===== config.mk =====
export PLATFORM = sky130hd
export DESIGN_NAME = al_clk_key_entry
export DESIGN_NICKNAME = d
export VERILOG_FILES = /design/src/rtl/al_clk_key_entry.sv
export SDC_FILE = /design/constraint.sdc
export NUM_CORES = 1
export LEC_CHECK = 0
export ABC_AREA = 1
export CAP_MARGIN = 10
export CORE_MARGIN = 1.5
export CORE_UTILIZATION = 57
export DETAILED_ROUTE_END_ITERATION = 8
export GPL_TIMING_DRIVEN = 1
export PLACE_DENSITY_LB_ADDON = 0.1
export RECOVER_POWER = 25
export SLEW_MARGIN = 15
export SYNTH_ARGS = -nofsm -noshare
export SYNTH_HDL_FRONTEND = slang
export SYNTH_SLANG_ARGS = --single-unit
export TNS_END_PERCENT = 30

===== constraint.sdc =====
create_clock -name clk256 -period 4.19 [get_ports clk256]
set_input_delay 1.257 -clock clk256 [delete_from_list [all_inputs] [get_ports clk256]]
set_output_delay 1.257 -clock clk256 [all_outputs]
set_load 0.1 [all_outputs]

===== src/rtl/al_clk_key_entry.sv =====
// ---------------------------------------------------------------------------
// al_clk_key_entry
//   Keypad entry stage for the alarm clock (clk256 domain). Collects digit
//   presses into a 4-digit BCD HHMM buffer, checks the value as a 24-hour
//   time on SET_TIME / SET_ALARM, and commits it as a one-cycle load strobe
//   plus a held time value for al_clk_counter or the alarm register.
//
// Ports
//   clk256          in   1  clock, rising edge
//   reset           in   1  asynchronous, active-low
//   key_valid       in   1  key held (synchronised, debounced)
//   key_code        in   4  0-9 digit, A SET_TIME, B SET_ALARM, C CLEAR, D-F ignored
//   key_buffer      out 16  digits entered so far, newest in [3:0]
//   entry_active    out  1  high in ENTRY
//   new_time        out 16  last committed HHMM
//   load_new_time   out  1  one-cycle commit strobe, current time
//   load_new_alarm  out  1  one-cycle commit strobe, alarm time
//   entry_error     out  1  high in ERROR
//
// state  | meaning
// IDLE   | no entry in progress
// ENTRY  | one or more digits entered, timeout timer running
// COMMIT | single cycle, load strobe asserted
// ERROR  | rejected SET, timeout timer running
// ---------------------------------------------------------------------------
module al_clk_key_entry #(
    parameter int TIMEOUT_TICKS = 2560
) (
    input  logic        clk256,
    input  logic        reset,
    input  logic        key_valid,
    input  logic [3:0]  key_code,
    output logic [15:0] key_buffer,
    output logic        entry_active,
    output logic [15:0] new_time,
    output logic        load_new_time,
    output logic        load_new_alarm,
    output logic        entry_error
);

    typedef enum logic [1:0] {
        ST_IDLE   = 2'd0,
        ST_ENTRY  = 2'd1,
        ST_COMMIT = 2'd2,
        ST_ERROR  = 2'd3
    } state_t;

    localparam logic [11:0] TIMER_TC = 12'(TIMEOUT_TICKS - 1);

    state_t      state, state_nxt;
    logic        key_prev;
    logic [2:0]  count, count_nxt;
    logic [11:0] timer, timer_nxt;
    logic [15:0] buf_nxt;
    logic [15:0] new_time_nxt;
    logic        alarm_nxt;

    logic press;
    logic is_digit, is_set, is_clear;
    logic entry_ok;
    logic acted;

    assign press    = key_valid & ~key_prev;
    assign is_digit = (key_code <= 4'd9);
    assign is_set   = (key_code == 4'hA) || (key_code == 4'hB);
    assign is_clear = (key_code == 4'hC);

    // 24-hour check on H1 H0 : M1 M0
    assign entry_ok = (count == 3'd4)
                   && (key_buffer[15:12] <= 4'd2)
                   && (key_buffer[11:8]  <= 4'd9)
                   && ((key_buffer[15:12] < 4'd2) || (key_buffer[11:8] <= 4'd3))
                   && (key_buffer[7:4]   <= 4'd5)
                   && (key_buffer[3:0]   <= 4'd9);

    always_ff @(posedge clk256 or negedge reset) begin
        if (!reset) begin
            state          <= ST_IDLE;
            key_prev       <= 1'b0;
            count          <= 3'd0;
            timer          <= 12'd0;
            key_buffer     <= 16'h0000;
            new_time       <= 16'h0000;
            load_new_time  <= 1'b0;
            load_new_alarm <= 1'b0;
            entry_active   <= 1'b0;
            entry_error    <= 1'b0;
        end else begin
            state          <= state_nxt;
            key_prev       <= key_valid;
            count          <= count_nxt;
            timer          <= timer_nxt;
            key_buffer     <= buf_nxt;
            new_time       <= new_time_nxt;
            // Outputs are registered copies of the next-state decode so they
            // line up with the state they describe.
            load_new_time  <= (state_nxt == ST_COMMIT) && !alarm_nxt;
            load_new_alarm <= (state_nxt == ST_COMMIT) &&  alarm_nxt;
            entry_active   <= (state_nxt == ST_ENTRY);
            entry_error    <= (state_nxt == ST_ERROR);
        end
    end

    always_comb begin
        state_nxt    = state;
        count_nxt    = count;
        buf_nxt      = key_buffer;
        new_time_nxt = new_time;
        alarm_nxt    = 1'b0;
        acted        = 1'b0;

        if (state == ST_COMMIT) begin
            // Any press sampled here is dropped.
            state_nxt = ST_IDLE;
            buf_nxt   = 16'h0000;
            count_nxt = 3'd0;
        end else if (press && is_digit) begin
            acted     = 1'b1;
            buf_nxt   = {key_buffer[11:0], key_code};
            count_nxt = (count == 3'd4) ? 3'd4 : count + 3'd1;
            state_nxt = ST_ENTRY;
        end else if (press && is_clear) begin
            acted     = 1'b1;
            buf_nxt   = 16'h0000;
            count_nxt = 3'd0;
            state_nxt = ST_IDLE;
        end else if (press && is_set) begin
            acted = 1'b1;
            if ((state == ST_ENTRY) && entry_ok) begin
                new_time_nxt = key_buffer;
                alarm_nxt    = key_code[0];
                state_nxt    = ST_COMMIT;
            end else begin
                state_nxt = ST_ERROR;
            end
        end else if ((state != ST_IDLE) && (timer == TIMER_TC)) begin
            // Timeout: same effect as CLEAR. Ignored codes D-F land here too
            // since they are not acted-on presses.
            buf_nxt   = 16'h0000;
            count_nxt = 3'd0;
            state_nxt = ST_IDLE;
        end

        if ((state_nxt == ST_ENTRY) || (state_nxt == ST_ERROR)) begin
            timer_nxt = acted ? 12'd0 : timer + 12'd1;
        end else begin
            timer_nxt = 12'd0;
        end
    end

endmodule

======== After elaboration in Yosys (flattened, before gate mapping) ========
Index checks and enable logic that the tools add are counted.
storage, ports and cells
  register bits ........................... 54
  output and inout bits ................... 36
  bits of input ports ..................... 7
  logic and storage cells ................. 83
operators by class
  add/subtract/negate cells ............... 2
  reductions and logical operators ........ 20
  eq/ne operators ......................... 11
  multiplexer cells ....................... 28
  bitwise gates (word level) .............. 5
  magnitude comparators ................... 7
operator list
  kind                                                             count
  two-way mux 16 bit                                               5
  two-way mux 12 bit                                               2
  two-way mux 3 bit                                                6
  adder 12 x 1 -> 12 bit (second input constant)                   1
  equality test 12 bit (second input constant)                     1
  equality test 4 bit (second input constant)                      3
  less-or-equal comparator 4 bit (second input constant)           3
  logical AND 1 bit                                                12
  two-way mux 1 bit                                                10
  two-way mux 2 bit                                                5
  less-or-equal comparator 4 x 2 -> 1 bit (second input constant)  2
  equality test 2 bit (second input constant)                      3
  AND reduction 5 bit                                              1
  equality test 2 x 1 -> 1 bit (second input constant)             2
  less-or-equal comparator 4 x 3 -> 1 bit (second input constant)  1
  less-than comparator 4 x 2 -> 1 bit (second input constant)      1
  inequality test 4 bit (second input constant)                    1
  inverter 1 bit                                                   4
  nonzero test 4 bit                                               1
  adder 3 x 1 -> 3 bit (second input constant)                     1
  equality test 3 bit (second input constant)                      1
  logical OR 1 bit                                                 3
  AND reduction 2 bit                                              1
  nonzero test 2 bit                                               1
  2 further kinds                                                  2

======== Depth between registers and ports, before layout ========
Gate-level depths: netlist of the first run.
  depth after elaboration ................. 15
  gate-level depth with buffers ........... 12
  depth with buffers taken out ............ 11

======== Worst setup path after synthesis of the first run ========
No wires, ideal clock.
  kind .................................... input-to-reg
  start ................................... input key_valid
  end ..................................... register new_time[2]
  library setup time ...................... 0.122 ns
  data required time ...................... 4.068 ns
  arrival ................................. 2.139 ns
  cell stages on the path ................. 8
  setup slack ............................. 1.929 ns
  buffers on the path ..................... 1
  cells stage by stage .................... inv_1 nor2_2 nand3_2 nor2_2 nand4_4 buf_6 o21ai_0 inv_1
between the ends
  longest elaborated chain between the ends .. 4
  elaborated cells on any way between the ends .. 7
  those cells by class .................... 3 x bitwise; 4 x reduce/logical
RTL lines
  item                                  line      RTL
  from (decl)                           31        input logic key_valid,
  bitwise AND 1 bit *                   63        assign press = key_valid & ~key_prev;
  logical AND 1 bit (on tied branches)  122, 117
  inverter 1 bit (no line)              n/a
  AND reduction 5 bit (no line) *       n/a
  to (signal assigned)                  94        new_time <= new_time_nxt;
  to (decl)                             35        output logic [15:0] new_time,
Mark *: on every way between the ends. The rest lies on a longest branch, timed or not.
A chain may end at the register's enable or synchronous reset.

======== Worst setup path in the final report of the first run ========
  start ................................... register key_buffer[2]
  end ..................................... output key_buffer[2]
RTL lines
  item                    line  RTL
  from (decl)             33    output logic [15:0] key_buffer,
  from (signal assigned)  93    key_buffer <= buf_nxt;
No word-level cell between the ends.

==> report_table.html, run 1 <==
<table>
<tr><th>Metric</th><th>Value</th></tr>
<tr><th colspan="2">Floorplanning</th></tr>
<tr><td>I/O pin count</td><td>43</td></tr>
<tr><td>Effective utilization at floorplan</td><td>59.4%</td></tr>
<tr><td>Area inside the core boundary</td><td>4350 sq um</td></tr>
<tr><td>Die Ht</td><td>about 70 microns</td></tr>
<tr><td>Area enclosed by the die boundary</td><td>4950 sq um</td></tr>
<tr><td>Chip width</td><td>70.4 microns</td></tr>
<tr><td>Count of standard-cell rows</td><td>24</td></tr>
<tr><th colspan="2">Critical path</th></tr>
<tr><td>Number of buffer and inverter instances along the worst setup path</td><td>1</td></tr>
<tr><td>Startpoint class of the critical path</td><td>flip-flop</td></tr>
<tr><td>Critical Path Sink Type</td><td>output port</td></tr>
<tr><td>Reg2reg end</td><td>new_time[6]</td></tr>
<tr><td>Worst EP required</td><td>roughly 2.9 ns</td></tr>
<tr><td>Setup Crit Path Kind</td><td>flip-flop to output port</td></tr>
<tr><td>List of cells traversed by the critical path</td><td>clkdlybuf4s50_1</td></tr>
<tr><td>Maximum cell stage delay along the critical path</td><td>1.17 ns</td></tr>
<tr><td>Max FO, Critical Path</td><td>5</td></tr>
<tr><td>Critical register-to-register path startpoint</td><td>count[0]</td></tr>
<tr><td>Crit path DAT</td><td>1.93 ns</td></tr>
<tr><td>Family with the most delay on the worst path</td><td>buffers and inverters</td></tr>
<tr><td>Number of cell instances on the worst register-to-register path</td><td>9</td></tr>
<tr><td>Slowest-stage cell, CP</td><td>sky130_fd_sc_hd__clkdlybuf4s50_1</td></tr>
<tr><td>Register-to-register setup slack</td><td>2.39 ns</td></tr>
<tr><th colspan="2">Placed design</th></tr>
<tr><td>Worst slack, placed</td><td>1.04 ns</td></tr>
<tr><td>Routability-driven placement congestion ratio</td><td>about 0.82</td></tr>
<tr><td>Half-perimeter wire length after placement</td><td>3530 microns</td></tr>
<tr><td>Number of placed instances with taps included</td><td>398</td></tr>
<tr><td># port buffers</td><td>42</td></tr>
<tr><th colspan="2">Detailed routing</th></tr>
<tr><td>Routed WL per cell</td><td>12.1 microns</td></tr>
<tr><td>Routed via count divided by cell count</td><td>5.01</td></tr>
<tr><td>Total number of vias</td><td>2033</td></tr>
<tr><td>Remaining design rule violation count</td><td>0</td></tr>
<tr><td>Total Routed Length</td><td>4920 microns</td></tr>
<tr><td>First-iteration detailed-routing DRC count</td><td>127</td></tr>
<tr><td>Final antenna-violating net count</td><td>0</td></tr>
<tr><td>1st-pass router iterations</td><td>4</td></tr>
<tr><th colspan="2">Timing</th></tr>
<tr><td>Final-report hold violation count</td><td>0</td></tr>
<tr><td>Share of the clock period used by the worst path</td><td>76.1%</td></tr>
<tr><td>Setup repair after global routing missed its margin</td><td>false</td></tr>
<tr><td>Worst max-slew margin expressed relative to the limit</td><td>-50.0%</td></tr>
<tr><td>Highest Clock Rate</td><td>314 MHz</td></tr>
<tr><td>Setup slack after layout</td><td>1.00 ns</td></tr>
<tr><td>Transition at the pin with the smallest max-transition slack</td><td>between 2 and 2.5 ns</td></tr>
<tr><td>Post-Route Setup TNS</td><td>0 ns</td></tr>
<tr><td>Count of final setup violators</td><td>0</td></tr>
<tr><td>Minimum clock period</td><td>approximately 3.2 ns</td></tr>
<tr><td>Clock skew</td><td>0.00761 ns</td></tr>
<tr><td>Number of pins with negative max-slew slack in the final report</td><td>44</td></tr>
<tr><th colspan="2">Status</th></tr>
<tr><td>Violated checks</td><td>max-capacitance violations, max-slew violations</td></tr>
<tr><td>Status</td><td>complete, but fails checks</td></tr>
<tr><th colspan="2">Power</th></tr>
<tr><td>Worst VDD drop</td><td>0.369 mV</td></tr>
<tr><td>Total power draw</td><td>approximately 2100 uW</td></tr>
<tr><td>Static leakage power</td><td>about 0.0016 uW</td></tr>
<tr><td>Areal power density over the cells</td><td>672 nW/um^2</td></tr>
<tr><th colspan="2">CTS</th></tr>
<tr><td>Num CTS Buffers</td><td>5</td></tr>
<tr><td>Number of H-tree levels</td><td>2</td></tr>
<tr><td>Hold buffers post-CTS</td><td>0</td></tr>
<tr><td>Clock tree from TritonCTS</td><td>yes</td></tr>
<tr><td>Cells resized by post-CTS repair</td><td>0</td></tr>
<tr><td>Number of setup buffers added after CTS</td><td>0</td></tr>
<tr><td>Clock tree root driver cell</td><td>sky130_fd_sc_hd__clkbuf_8</td></tr>
<tr><td>Clock Latency Late Sink</td><td>0.30 ns</td></tr>
<tr><td>Clock transition at the registers of the reported paths</td><td>0.09 ns</td></tr>
<tr><td>Num Clock Sinks</td><td>54</td></tr>
<tr><td>Maximum count of clock buffers along a single path</td><td>2</td></tr>
<tr><th colspan="2">Final layout</th></tr>
<tr><td>Synthesis-to-finish area growth</td><td>20.9%</td></tr>
<tr><td>Post-route non-filler standard cell count</td><td>406</td></tr>
<tr><td>Most common cell after layout, fill and taps aside</td><td>sky130_fd_sc_hd__nand2_1</td></tr>
<tr><td>Total area of multi-input combinational cells</td><td>958 sq um</td></tr>
<tr><td>Number of nets in the layout</td><td>363</td></tr>
<tr><td>Commonest non-fill, non-tap cells in the layout</td><td>sky130_fd_sc_hd__nand2_1 (87), sky130_fd_sc_hd__inv_1 (56), sky130_fd_sc_hd__dfrtp_1 (54)</td></tr>
<tr><td>Fillcell total</td><td>337</td></tr>
<tr><td>Diodes inserted</td><td>0</td></tr>
<tr><td>Register Area</td><td>roughly 1400 sq um</td></tr>
<tr><td>Ratio of cells with drive above 1 in the final layout</td><td>between 10% and 20%</td></tr>
<tr><th colspan="2">GRT</th></tr>
<tr><td>First-pass GRT wire length</td><td>8780 microns</td></tr>
<tr><td>Number of antenna violations at the first check in global routing</td><td>0</td></tr>
<tr><td>Global Route met3 Usage</td><td>3.46%</td></tr>
<tr><td>Met2 GRT Util</td><td>36.1%</td></tr>
<tr><td>Maximum number of pins on one net before global-route repair</td><td>44</td></tr>
<tr><td>Gr ovfl total</td><td>0</td></tr>
<tr><td>Layer carrying the most global-route usage</td><td>met2</td></tr>
<tr><td>Vias in the first global route</td><td>1933</td></tr>
<tr><td>Met1 track demand over resource</td><td>31.3%</td></tr>
<tr><td>Overall track demand over capacity in global routing</td><td>22.3%</td></tr>
<tr><th colspan="2">Synthesis</th></tr>
<tr><td>Post-Syn Instances</td><td>308</td></tr>
<tr><td>Part of the Yosys area used for sequential elements</td><td>52.2%</td></tr>
<tr><td>Mapped cell area</td><td>2590 sq um</td></tr>
<tr><td>Synthesized flop and latch total</td><td>54</td></tr>
<tr><td>Count of unique library cells instantiated by Yosys</td><td>28</td></tr>
<tr><td>Average footprint of a synthesized cell</td><td>8.40 sq um</td></tr>
<tr><td>Share of the synthesized area in the top cell type</td><td>a little over half</td></tr>
<tr><td>Cell taking the most area after synthesis</td><td>sky130_fd_sc_hd__dfrtp_1</td></tr>
<tr><td>Synth top area cells</td><td>sky130_fd_sc_hd__dfrtp_1 (52%), sky130_fd_sc_hd__nand2_1 (13%), sky130_fd_sc_hd__inv_1 (8.1%)</td></tr>
<tr><td>Yosys Warn Count</td><td>0</td></tr>
<tr><td>Synthesized netlist net count</td><td>318</td></tr>
<tr><th colspan="2">Min path</th></tr>
<tr><td>Worst hold path type</td><td>flip-flop to flip-flop</td></tr>
<tr><td>Hold-critical path depth</td><td>1</td></tr>
<tr><td>Min-delay src</td><td>new_time[14]</td></tr>
<tr><td>End point of the worst hold path</td><td>new_time[14]</td></tr>
<tr><th colspan="2">Flow run</th></tr>
<tr><td>Max-capacitance violation count</td><td>1</td></tr>
</table>
## per-stage QoR
stage                     hold slack, ns  instance area [sq um]  util, %
after CTS                          0.501                   3130     71.9
final                              0.496                   3130     71.8
after global placement             0.473                   3020     69.3
after global routing               0.514                   3130     71.8
after floorplan                    0.467                   2590        -
after detailed placement           0.479                   3020     69.3
## cell type report
| class | count | share of cell area, % |
|---|---|---|
| Sequential cell | 54 | 43.2 |
| Multi-Input combinational cell | 191 | 30.6 |
| Timing Repair Buffer | 44 | 13.7 |
| Inverter | 57 | 6.84 |
| Clock buffer | 6 | 2.32 |
| Tap cell | 52 | 2.08 |
| Clock inverter | 2 | 1.20 |
## worst reg2reg max path, stage by stage, from the launching register on
cell and delay [ns]:
sky130_fd_sc_hd__dfrtp_1 0.41, sky130_fd_sc_hd__inv_1 0.09, sky130_fd_sc_hd__ha_1 0.15, sky130_fd_sc_hd__nand2_1 0.06
sky130_fd_sc_hd__inv_1 0.07, sky130_fd_sc_hd__nand2_1 0.08, sky130_fd_sc_hd__nor2_4 0.13, sky130_fd_sc_hd__nand4_4 0.34
sky130_fd_sc_hd__o21ai_0 0.28, sky130_fd_sc_hd__inv_1 0.07
## logic make-up (layout without fill, tap and decap cells)
logic type                 Yosys count  after routing  share of synthesized area (%)
adders and majority gates            3              3                           1.45
buffers and inverters               63            109                           10.7
and+or+nand+nor                    158            158                           29.3
DFF                                 54             54                           52.2
AOI/OAI and AO/OA                   30             30                           6.29
## power by group
group          internal [uW]  switching (uW)  total, uW
sequential               629            94.3        723
combinational            233             807       1040
clock                    178             161        339
## how the worst max path moves through the flow
stage / slack (ns) / from / depth (start not counted) / end
floorplan: 1.93 / key_valid / 8 / new_time[2]
global placement: 1.09 / key_code[1] / 7 / timer[4]
detailed placement: 1.04 / key_code[1] / 7 / timer[4]
CTS: 0.99 / key_buffer[2] / 1 / key_buffer[2]
global route: 0.82 / reset / 1 / state[0]
finish: 1.00 / key_buffer[2] / 1 / key_buffer[2]
## synthesized netlist by cell type, drive strengths merged
cell type	n
o211ai	1
nand2	92
inv	57
dfrtp	54
o31ai	1
buf	6
o21ai	22
nand3	18
or2	2
nor2	35
o21a	3
nor3	4
nand4	4
ha	3
nand3b	3
a21oi	3
## sequential cells by signal (all words and copies together) (netlist names), 2 cells and up
signal      cells
count           3
key_buffer     16
new_time       16
state           2
timer          12
## layer usage
metal  wire (microns)  part of all wire, %
met1             2300                   47
met2             2350                   48
met3              217                  4.4
met4               61                  1.2
met5                0                    0
Note: power is estimated with default switching activity, not from simulation.
==> inputs of run 2 (changes only) <==
--- a/config.mk
+++ b/config.mk
@@ -8,7 +8,7 @@
 export ABC_AREA = 1
 export CAP_MARGIN = 10
 export CORE_MARGIN = 1.5
-export CORE_UTILIZATION = 57
+export CORE_UTILIZATION = 53
 export DETAILED_ROUTE_END_ITERATION = 8
 export GPL_TIMING_DRIVEN = 1
 export PLACE_DENSITY_LB_ADDON = 0.1
==> constraint.sdc (replaced) <==
create_clock -name clk256 -period 3 [get_ports clk256]
set_input_delay 0.9 -clock clk256 [delete_from_list [all_inputs] [get_ports clk256]]
set_output_delay 0.9 -clock clk256 [all_outputs]
set_load 0.1 [all_outputs]
==> run 2 against run 1 <==
Compared with the run above:
- the run now ends clean
- first-iteration DRC count down 28%
- critical path depth up 7
- combinational power up 35%
- setup slack worse by 0.33 ns
- utilization down 6.9 points
- power up 38%
- clock skew up 0.00051 ns
- register-to-register slack worse by 1.2 ns
- via count down 1.5%
- non-clock buffer count up 2
- sequential power up 40%
- sequential cell count unchanged
==> report_table.html, run 2 (synthesis results as in run 1) <==
<table>
<tr><th>Metric</th><th>Value</th></tr>
<tr><th colspan="2">Critical path</th></tr>
<tr><td>Critical Path Sink</td><td>new_time[5]</td></tr>
<tr><td>Register-to-register setup slack</td><td>1.24 ns</td></tr>
<tr><td>Critical register-to-register path startpoint</td><td>timer[0]</td></tr>
<tr><td>Number of cell instances on the worst register-to-register path</td><td>8</td></tr>
<tr><td>Maximum cell stage delay along the critical path</td><td>0.53 ns</td></tr>
<tr><td>Max FO, Critical Path</td><td>28</td></tr>
<tr><td>Number of buffer and inverter instances along the worst setup path</td><td>3</td></tr>
<tr><td>Setup crit start</td><td>key_valid</td></tr>
<tr><td>Reg2reg end</td><td>entry_active</td></tr>
<tr><td>List of cells traversed by the critical path</td><td>dlygate4sd3_1 &gt; inv_1 &gt; nor2_2 &gt; nand3_2 &gt; nor2_2 &gt; nand4_4 &gt; o21ai_0 &gt; inv_1</td></tr>
<tr><td>Crit path DAT</td><td>around 2.5 ns</td></tr>
<tr><td>Critical Path Sink Type</td><td>flip-flop</td></tr>
<tr><td>Startpoint class of the critical path</td><td>input pin</td></tr>
<tr><td>Worst EP required</td><td>3.21 ns</td></tr>
<tr><td>Setup Crit Path Kind</td><td>input pin to flip-flop</td></tr>
<tr><td>Slowest-stage cell, CP</td><td>sky130_fd_sc_hd__dlygate4sd3_1</td></tr>
<tr><td>Levels on crit path</td><td>8</td></tr>
<tr><td>Family with the most delay on the worst path</td><td>simple AND/OR/NAND/NOR gates</td></tr>
<tr><th colspan="2">Detailed routing</th></tr>
<tr><td>Routed via count divided by cell count</td><td>4.73</td></tr>
<tr><td>Routed WL per cell</td><td>about 11 microns</td></tr>
<tr><td>Total number of vias</td><td>between 2000 and 2500</td></tr>
<tr><td>First-iteration detailed-routing DRC count</td><td>a little over 90</td></tr>
<tr><td>Final antenna-violating net count</td><td>0</td></tr>
<tr><td>Remaining design rule violation count</td><td>0</td></tr>
<tr><td>Total Routed Length</td><td>4830 microns</td></tr>
<tr><td>1st-pass router iterations</td><td>4</td></tr>
<tr><th colspan="2">Final layout</th></tr>
<tr><td>Fillcell total</td><td>426</td></tr>
<tr><td>Most common cell after layout, fill and taps aside</td><td>sky130_fd_sc_hd__nand2_1</td></tr>
<tr><td>Number of nets in the layout</td><td>between 300 and 400</td></tr>
<tr><td>Diodes inserted</td><td>0</td></tr>
<tr><td>Util after Layout</td><td>65.0%</td></tr>
<tr><td>Registers with the most flip-flops</td><td>key_buffer (16), new_time (16), timer (12)</td></tr>
<tr><td>Post-route non-filler standard cell count</td><td>about 420</td></tr>
<tr><td>Commonest non-fill, non-tap cells in the layout</td><td>sky130_fd_sc_hd__nand2_1 (87), sky130_fd_sc_hd__inv_1 (56), sky130_fd_sc_hd__dfrtp_1 (54)</td></tr>
<tr><td>Ratio of cells with drive above 1 in the final layout</td><td>between 20% and 30%</td></tr>
<tr><td>Synthesis-to-finish area growth</td><td>18.6%</td></tr>
<tr><td>Post-route design area</td><td>a little over 3000 sq um</td></tr>
<tr><th colspan="2">CTS</th></tr>
<tr><td>Cells resized by post-CTS repair</td><td>0</td></tr>
<tr><td>Num CTS Buffers</td><td>5</td></tr>
<tr><td>Clock transition at the registers of the reported paths</td><td>0.10 ns</td></tr>
<tr><td>Num Clock Sinks</td><td>54</td></tr>
<tr><td>Number of setup buffers added after CTS</td><td>0</td></tr>
<tr><td>Clock Latency Late Sink</td><td>approximately 0.31 ns</td></tr>
<tr><td>Clock tree from TritonCTS</td><td>yes</td></tr>
<tr><td>Clock tree root driver cell</td><td>sky130_fd_sc_hd__clkbuf_8</td></tr>
<tr><td>Hold buffers post-CTS</td><td>0</td></tr>
<tr><td>Maximum count of clock buffers along a single path</td><td>2</td></tr>
<tr><td>Number of H-tree levels</td><td>2</td></tr>
<tr><th colspan="2">Floorplanning</th></tr>
<tr><td>Area enclosed by the die boundary</td><td>5310 sq um</td></tr>
<tr><td>I/O pin count</td><td>43</td></tr>
<tr><td>Die Ht</td><td>between 70 and 80 microns</td></tr>
<tr><td>Count of standard-cell rows</td><td>25</td></tr>
<tr><td>Effective utilization at floorplan</td><td>54.8%</td></tr>
<tr><td>Chip width</td><td>72.9 microns</td></tr>
<tr><td>Area inside the core boundary</td><td>4720 sq um</td></tr>
<tr><th colspan="2">Timing</th></tr>
<tr><td>Worst hold-check slack</td><td>0.496 ns</td></tr>
<tr><td>Final-report hold violation count</td><td>0</td></tr>
<tr><td>Worst max-slew margin expressed relative to the limit</td><td>~27%</td></tr>
<tr><td>Clock skew</td><td>0.00812 ns</td></tr>
<tr><td>Minimum clock period</td><td>approximately 2.3 ns</td></tr>
<tr><td>Setup repair after global routing missed its margin</td><td>false</td></tr>
<tr><td>Post-Route Setup TNS</td><td>0 ns</td></tr>
<tr><td>Share of the clock period used by the worst path</td><td>between 70% and 80%</td></tr>
<tr><td>Highest Clock Rate</td><td>between 400 and 500 MHz</td></tr>
<tr><td>Number of pins with negative max-slew slack in the final report</td><td>0</td></tr>
<tr><td>Transition at the pin with the smallest max-transition slack</td><td>1.09 ns</td></tr>
<tr><td>Count of final setup violators</td><td>0</td></tr>
<tr><th colspan="2">GRT</th></tr>
<tr><td>Number of antenna violations at the first check in global routing</td><td>0</td></tr>
<tr><td>Gr ovfl total</td><td>0</td></tr>
<tr><td>First-pass GRT wire length</td><td>8690 microns</td></tr>
<tr><td>Maximum number of pins on one net before global-route repair</td><td>29</td></tr>
<tr><td>Overall track demand over capacity in global routing</td><td>a little over a fifth</td></tr>
<tr><td>Vias in the first global route</td><td>1886</td></tr>
<tr><th colspan="2">Power</th></tr>
<tr><td>Areal power density over the cells</td><td>about 950 nW/um^2</td></tr>
<tr><td>Static leakage power</td><td>0.00161 uW</td></tr>
<tr><td>Worst VDD drop</td><td>about 0.67 mV</td></tr>
<tr><th colspan="2">Placed design</th></tr>
<tr><td># port buffers</td><td>42</td></tr>
<tr><td>Number of placed instances with taps included</td><td>415</td></tr>
<tr><td>Half-perimeter wire length after placement</td><td>3530 microns</td></tr>
<tr><td>Area of placed instances</td><td>between 2000 and 3000 sq um</td></tr>
<tr><td>Routability-driven placement congestion ratio</td><td>0.828</td></tr>
<tr><th colspan="2">Min path</th></tr>
<tr><td>Worst hold path type</td><td>flip-flop to flip-flop</td></tr>
<tr><th colspan="2">Flow run</th></tr>
<tr><td>Max-capacitance violation count</td><td>0</td></tr>
<tr><th colspan="2">Status</th></tr>
<tr><td>Status</td><td>finished clean</td></tr>
</table>
run 2: cell count changes in the layout (fill, tap and decap cells not counted), sizes merged:
cell	change
buf	+36
clkbuf	+1
clkdlybuf4s50	-36
clkinvlp	+1
run 2: worst min path at each step:
stage                  from            to  depth (start not counted)
2_1_floorplan      count[1]      count[1]                          2
3_3_place_gp    new_time[7]   new_time[7]                          1
3_5_place_dp   new_time[15]  new_time[15]                          1
4_1_cts               reset   new_time[8]                          1
5_1_grt         new_time[7]   new_time[7]                          1
6_report        new_time[7]   new_time[7]                          1
run 2: worst register-to-register path, cell delays in order (launching register included):
cell	delay [ns]
sky130_fd_sc_hd__dfrtp_1	0.43
sky130_fd_sc_hd__ha_1	0.21
sky130_fd_sc_hd__nand2_2	0.10
sky130_fd_sc_hd__nor3_4	0.29
sky130_fd_sc_hd__nand3_2	0.13
sky130_fd_sc_hd__nand2_1	0.11
sky130_fd_sc_hd__nand3_2	0.09
sky130_fd_sc_hd__nand2_4	0.21
sky130_fd_sc_hd__nor2_1	0.07
run 2: cell type report:
class	count	area, sq um	area share (%)
Clock buffer	5	68.8	2.24
Clock inverter	3	45.0	1.47
Inverter	57	214	6.97
Multi-Input combinational cell	191	958	31.2
Sequential cell	54	1350	44.0
Tap cell	67	83.8	2.73
Timing Repair Buffer	46	347	11.3
run 2: stage by stage:
| step | setup slack [ns] | power [uW] |
|---|---|---|
| 3_3_place_gp | 0.445 | 2430 |
| 4_1_cts | 0.714 | 2930 |
| 6_report | 0.677 | 2900 |
| 3_5_place_dp | 0.391 | 2440 |
| 5_1_grt | 0.347 | 3060 |
| 2_1_floorplan | 1.10 | 2170 |
run 2: routing by layer:
layer | vias to the layer above | wire length (microns) | global-route usage [%]
met5 | - | 0 | 0
met4 | 0 | 85 | 8.60
met3 | 7 | 193 | 3.59
met2 | 36 | 2220 | 32.8
met1 | 926 | 2330 | 30.1
li1 | 1033 | - | -
run 2: where the power goes:
part | total, uW | switching [uW] | leakage, uW | internal (uW)
Combinational | 1400 | 1120 | 0.000896 | 286
Sequential | 1010 | 136 | 0.000665 | 878
Clock | 485 | 237 | 0.0000504 | 248
Total | 2900 | 1490 | 0.00161 | 1410
==> inputs of run 3 (changes only) <==
--- a/config.mk
+++ b/config.mk
@@ -8,7 +8,7 @@
 export ABC_AREA = 1
 export CAP_MARGIN = 10
 export CORE_MARGIN = 1.5
-export CORE_UTILIZATION = 53
+export CORE_UTILIZATION = 48
 export DETAILED_ROUTE_END_ITERATION = 8
 export GPL_TIMING_DRIVEN = 1
 export PLACE_DENSITY_LB_ADDON = 0.1
==> constraint.sdc (replaced) <==
create_clock -name clk256 -period 2.1 [get_ports clk256]
set_input_delay 0.63 -clock clk256 [delete_from_list [all_inputs] [get_ports clk256]]
set_output_delay 0.63 -clock clk256 [all_outputs]
set_load 0.1 [all_outputs]
==> run 3 against run 2 <==
Compared with the run above:
- utilization grew 4.0 points
- cell count rose by 1.7%
- die area up 10%
- final area up 15%
- first-iteration DRC count increased by 55%
- routed wire length grew 9.0%
- hold slack got worse by 0.010 ns
- sequential share of layout area is 5.9 points lower
- non-clock buffer count grew 5
- clock-buffer cell count rose by 2
- combinational power grew 74%
==> report_table.html, run 3 (synthesis results as in run 1) <==
<table>
<tr><th>Metric</th><th>Value</th></tr>
<tr><th colspan="2">Detailed routing</th></tr>
<tr><td>Routed WL per cell</td><td>12.2 microns</td></tr>
<tr><td>Routed via count divided by cell count</td><td>4.75</td></tr>
<tr><td>1st-pass router iterations</td><td>4</td></tr>
<tr><td>Remaining design rule violation count</td><td>0</td></tr>
<tr><td>First-iteration detailed-routing DRC count</td><td>around 140</td></tr>
<tr><td>Final antenna-violating net count</td><td>0</td></tr>
<tr><td>Total Routed Length</td><td>5260 microns</td></tr>
<tr><td>Total number of vias</td><td>around 2000</td></tr>
<tr><th colspan="2">Critical path</th></tr>
<tr><td>Reg2reg end</td><td>timer[0]</td></tr>
<tr><td>Number of cell instances on the worst register-to-register path</td><td>8</td></tr>
<tr><td>Max FO, Critical Path</td><td>19</td></tr>
<tr><td>Critical Path Sink Type</td><td>flip-flop</td></tr>
<tr><td>Number of buffer and inverter instances along the worst setup path</td><td>3</td></tr>
<tr><td>Register-to-register setup slack</td><td>0.36 ns</td></tr>
<tr><td>Family with the most delay on the worst path</td><td>simple AND/OR/NAND/NOR gates</td></tr>
<tr><td>Maximum cell stage delay along the critical path</td><td>0.47 ns</td></tr>
<tr><td>Setup Crit Path Kind</td><td>input pin to flip-flop</td></tr>
<tr><td>Critical register-to-register path startpoint</td><td>timer[0]</td></tr>
<tr><td>Crit path DAT</td><td>2.09 ns</td></tr>
<tr><td>Startpoint class of the critical path</td><td>input pin</td></tr>
<tr><td>Worst EP required</td><td>between 2 and 2.5 ns</td></tr>
<tr><td>Slowest-stage cell, CP</td><td>sky130_fd_sc_hd__clkdlybuf4s50_1</td></tr>
<tr><td>List of cells traversed by the critical path</td><td>clkdlybuf4s50_1 &gt; inv_1 &gt; nor2_2 &gt; nand3_2 &gt; nor2_2 &gt; inv_1 &gt; nand2_4 &gt; nand2_1 &gt; o21ai_0</td></tr>
<tr><td>Setup crit start</td><td>key_valid</td></tr>
<tr><th colspan="2">Final layout</th></tr>
<tr><td>Util after Layout</td><td>68.9%</td></tr>
<tr><td>Number of nets in the layout</td><td>370</td></tr>
<tr><td>Ratio of cells with drive above 1 in the final layout</td><td>21.7%</td></tr>
<tr><td>Most common cell after layout, fill and taps aside</td><td>sky130_fd_sc_hd__nand2_1</td></tr>
<tr><td>Commonest non-fill, non-tap cells in the layout</td><td>sky130_fd_sc_hd__nand2_1 (87), sky130_fd_sc_hd__inv_1 (56), sky130_fd_sc_hd__dfrtp_1 (54)</td></tr>
<tr><td>Diodes inserted</td><td>0</td></tr>
<tr><td>Synthesis-to-finish area growth</td><td>36.9%</td></tr>
<tr><td>Registers with the most flip-flops</td><td>key_buffer (16), new_time (16), timer (12)</td></tr>
<tr><th colspan="2">Timing</th></tr>
<tr><td>Clock skew</td><td>roughly 0.0052 ns</td></tr>
<tr><td>Count of final setup violators</td><td>0</td></tr>
<tr><td>Highest Clock Rate</td><td>535 MHz</td></tr>
<tr><td>Worst hold-check slack</td><td>0.486 ns</td></tr>
<tr><td>Number of pins with negative max-slew slack in the final report</td><td>0</td></tr>
<tr><td>Worst max-slew margin expressed relative to the limit</td><td>29.4%</td></tr>
<tr><td>Share of the clock period used by the worst path</td><td>89.0%</td></tr>
<tr><td>Minimum clock period</td><td>approximately 1.9 ns</td></tr>
<tr><td>Setup repair after global routing missed its margin</td><td>false</td></tr>
<tr><td>Transition at the pin with the smallest max-transition slack</td><td>about 1.1 ns</td></tr>
<tr><td>Post-Route Setup TNS</td><td>0 ns</td></tr>
<tr><td>Final-report hold violation count</td><td>0</td></tr>
<tr><th colspan="2">Floorplanning</th></tr>
<tr><td>Area inside the core boundary</td><td>5140 sq um</td></tr>
<tr><td>Count of standard-cell rows</td><td>26</td></tr>
<tr><td>Die Ht</td><td>76.4 microns</td></tr>
<tr><td>Chip width</td><td>76.4 microns</td></tr>
<tr><td>Effective utilization at floorplan</td><td>50.3%</td></tr>
<tr><td>Area enclosed by the die boundary</td><td>just under 6000 sq um</td></tr>
<tr><td>I/O pin count</td><td>43</td></tr>
<tr><th colspan="2">CTS</th></tr>
<tr><td>Num Clock Sinks</td><td>54</td></tr>
<tr><td>Maximum count of clock buffers along a single path</td><td>2</td></tr>
<tr><td>Number of setup buffers added after CTS</td><td>0</td></tr>
<tr><td>Number of H-tree levels</td><td>2</td></tr>
<tr><td>Num CTS Buffers</td><td>5</td></tr>
<tr><td>Clock transition at the registers of the reported paths</td><td>0.09 ns</td></tr>
<tr><td>Clock tree from TritonCTS</td><td>yes</td></tr>
<tr><td>Clock tree root driver cell</td><td>sky130_fd_sc_hd__clkbuf_8</td></tr>
<tr><td>Clock Latency Late Sink</td><td>0.30 ns</td></tr>
<tr><td>Cells resized by post-CTS repair</td><td>0</td></tr>
<tr><td>Hold buffers post-CTS</td><td>0</td></tr>
<tr><th colspan="2">GRT</th></tr>
<tr><td>Overall track demand over capacity in global routing</td><td>20.2%</td></tr>
<tr><td>Met1 track demand over resource</td><td>between 20% and 30%</td></tr>
<tr><td>Met2 GRT Util</td><td>34.0%</td></tr>
<tr><td>First-pass GRT wire length</td><td>9520 microns</td></tr>
<tr><td>Gr ovfl total</td><td>0</td></tr>
<tr><td>Layer carrying the most global-route usage</td><td>met2</td></tr>
<tr><td>Vias in the first global route</td><td>2087</td></tr>
<tr><td>Global Route met3 Usage</td><td>3.23%</td></tr>
<tr><td>Number of antenna violations at the first check in global routing</td><td>0</td></tr>
<tr><td>Maximum number of pins on one net before global-route repair</td><td>36</td></tr>
<tr><th colspan="2">Placed design</th></tr>
<tr><td>Routability-driven placement congestion ratio</td><td>0.839</td></tr>
<tr><td># port buffers</td><td>42</td></tr>
<tr><td>Half-perimeter wire length after placement</td><td>around 3900 microns</td></tr>
<tr><th colspan="2">Power</th></tr>
<tr><td>Total power draw</td><td>between 4000 and 5000 uW</td></tr>
<tr><td>Static leakage power</td><td>0.00179 uW</td></tr>
<tr><td>Areal power density over the cells</td><td>1270 nW/um^2</td></tr>
<tr><td>Worst VDD drop</td><td>1.09 mV</td></tr>
<tr><th colspan="2">Min path</th></tr>
<tr><td>Worst hold path type</td><td>input pin to asynchronous set/reset pin</td></tr>
<tr><th colspan="2">Flow run</th></tr>
<tr><td>Max-capacitance violation count</td><td>0</td></tr>
<tr><th colspan="2">Status</th></tr>
<tr><td>Status</td><td>finished clean</td></tr>
</table>
[run 3: power by group]
| part | leakage [uW] | internal, uW | switching (uW) |
|---|---|---|---|
| Sequential | 0.000665 | 1260 | 275 |
| Combinational | 0.00109 | 809 | 1630 |
| Clock | 0.0000383 | 230 | 313 |
| Total | 0.00179 | 2290 | 2210 |
[run 3: area by class of cell]
| type | instances | area [sq um] |
|---|---|---|
| clock buffers | 7 | 76.3 |
| multi-input cells | 191 | 958 |
| inverters | 57 | 214 |
| flip-flops and latches | 54 | 1350 |
| well taps | 70 | 87.6 |
| fillers | 437 | 1600 |
| repair buffers | 51 | 855 |
[run 3: worst max path at each step]
| stage | depth (start not counted) | to |
|---|---|---|
| 2_1_floorplan | 9 | timer[4] |
| 3_3_place_gp | 9 | new_time[5] |
| 3_5_place_dp | 9 | new_time[2] |
| 4_1_cts | 9 | new_time[2] |
| 5_1_grt | 9 | key_buffer[14] |
| 6_report | 9 | key_buffer[2] |
[run 3: metrics by stage]
| stage | setup slack, ns | instance area [sq um] | std cells |
|---|---|---|---|
| detailed placement | -0.0932 | 3480 | 423 |
| finish | 0.232 | 3540 | 430 |
| global route | 0.102 | 3540 | 430 |
| floorplan | 0.246 | 2590 | 308 |
| CTS | 0.231 | 3560 | 430 |
| global placement | -0.00708 | 3480 | 423 |
[run 3: per-layer routing]
metal	routed length (microns)	vias to the layer above
li1	-	1043
met1	2380	948
met2	2600	41
met3	182	9
met4	102	0
met5	0	-
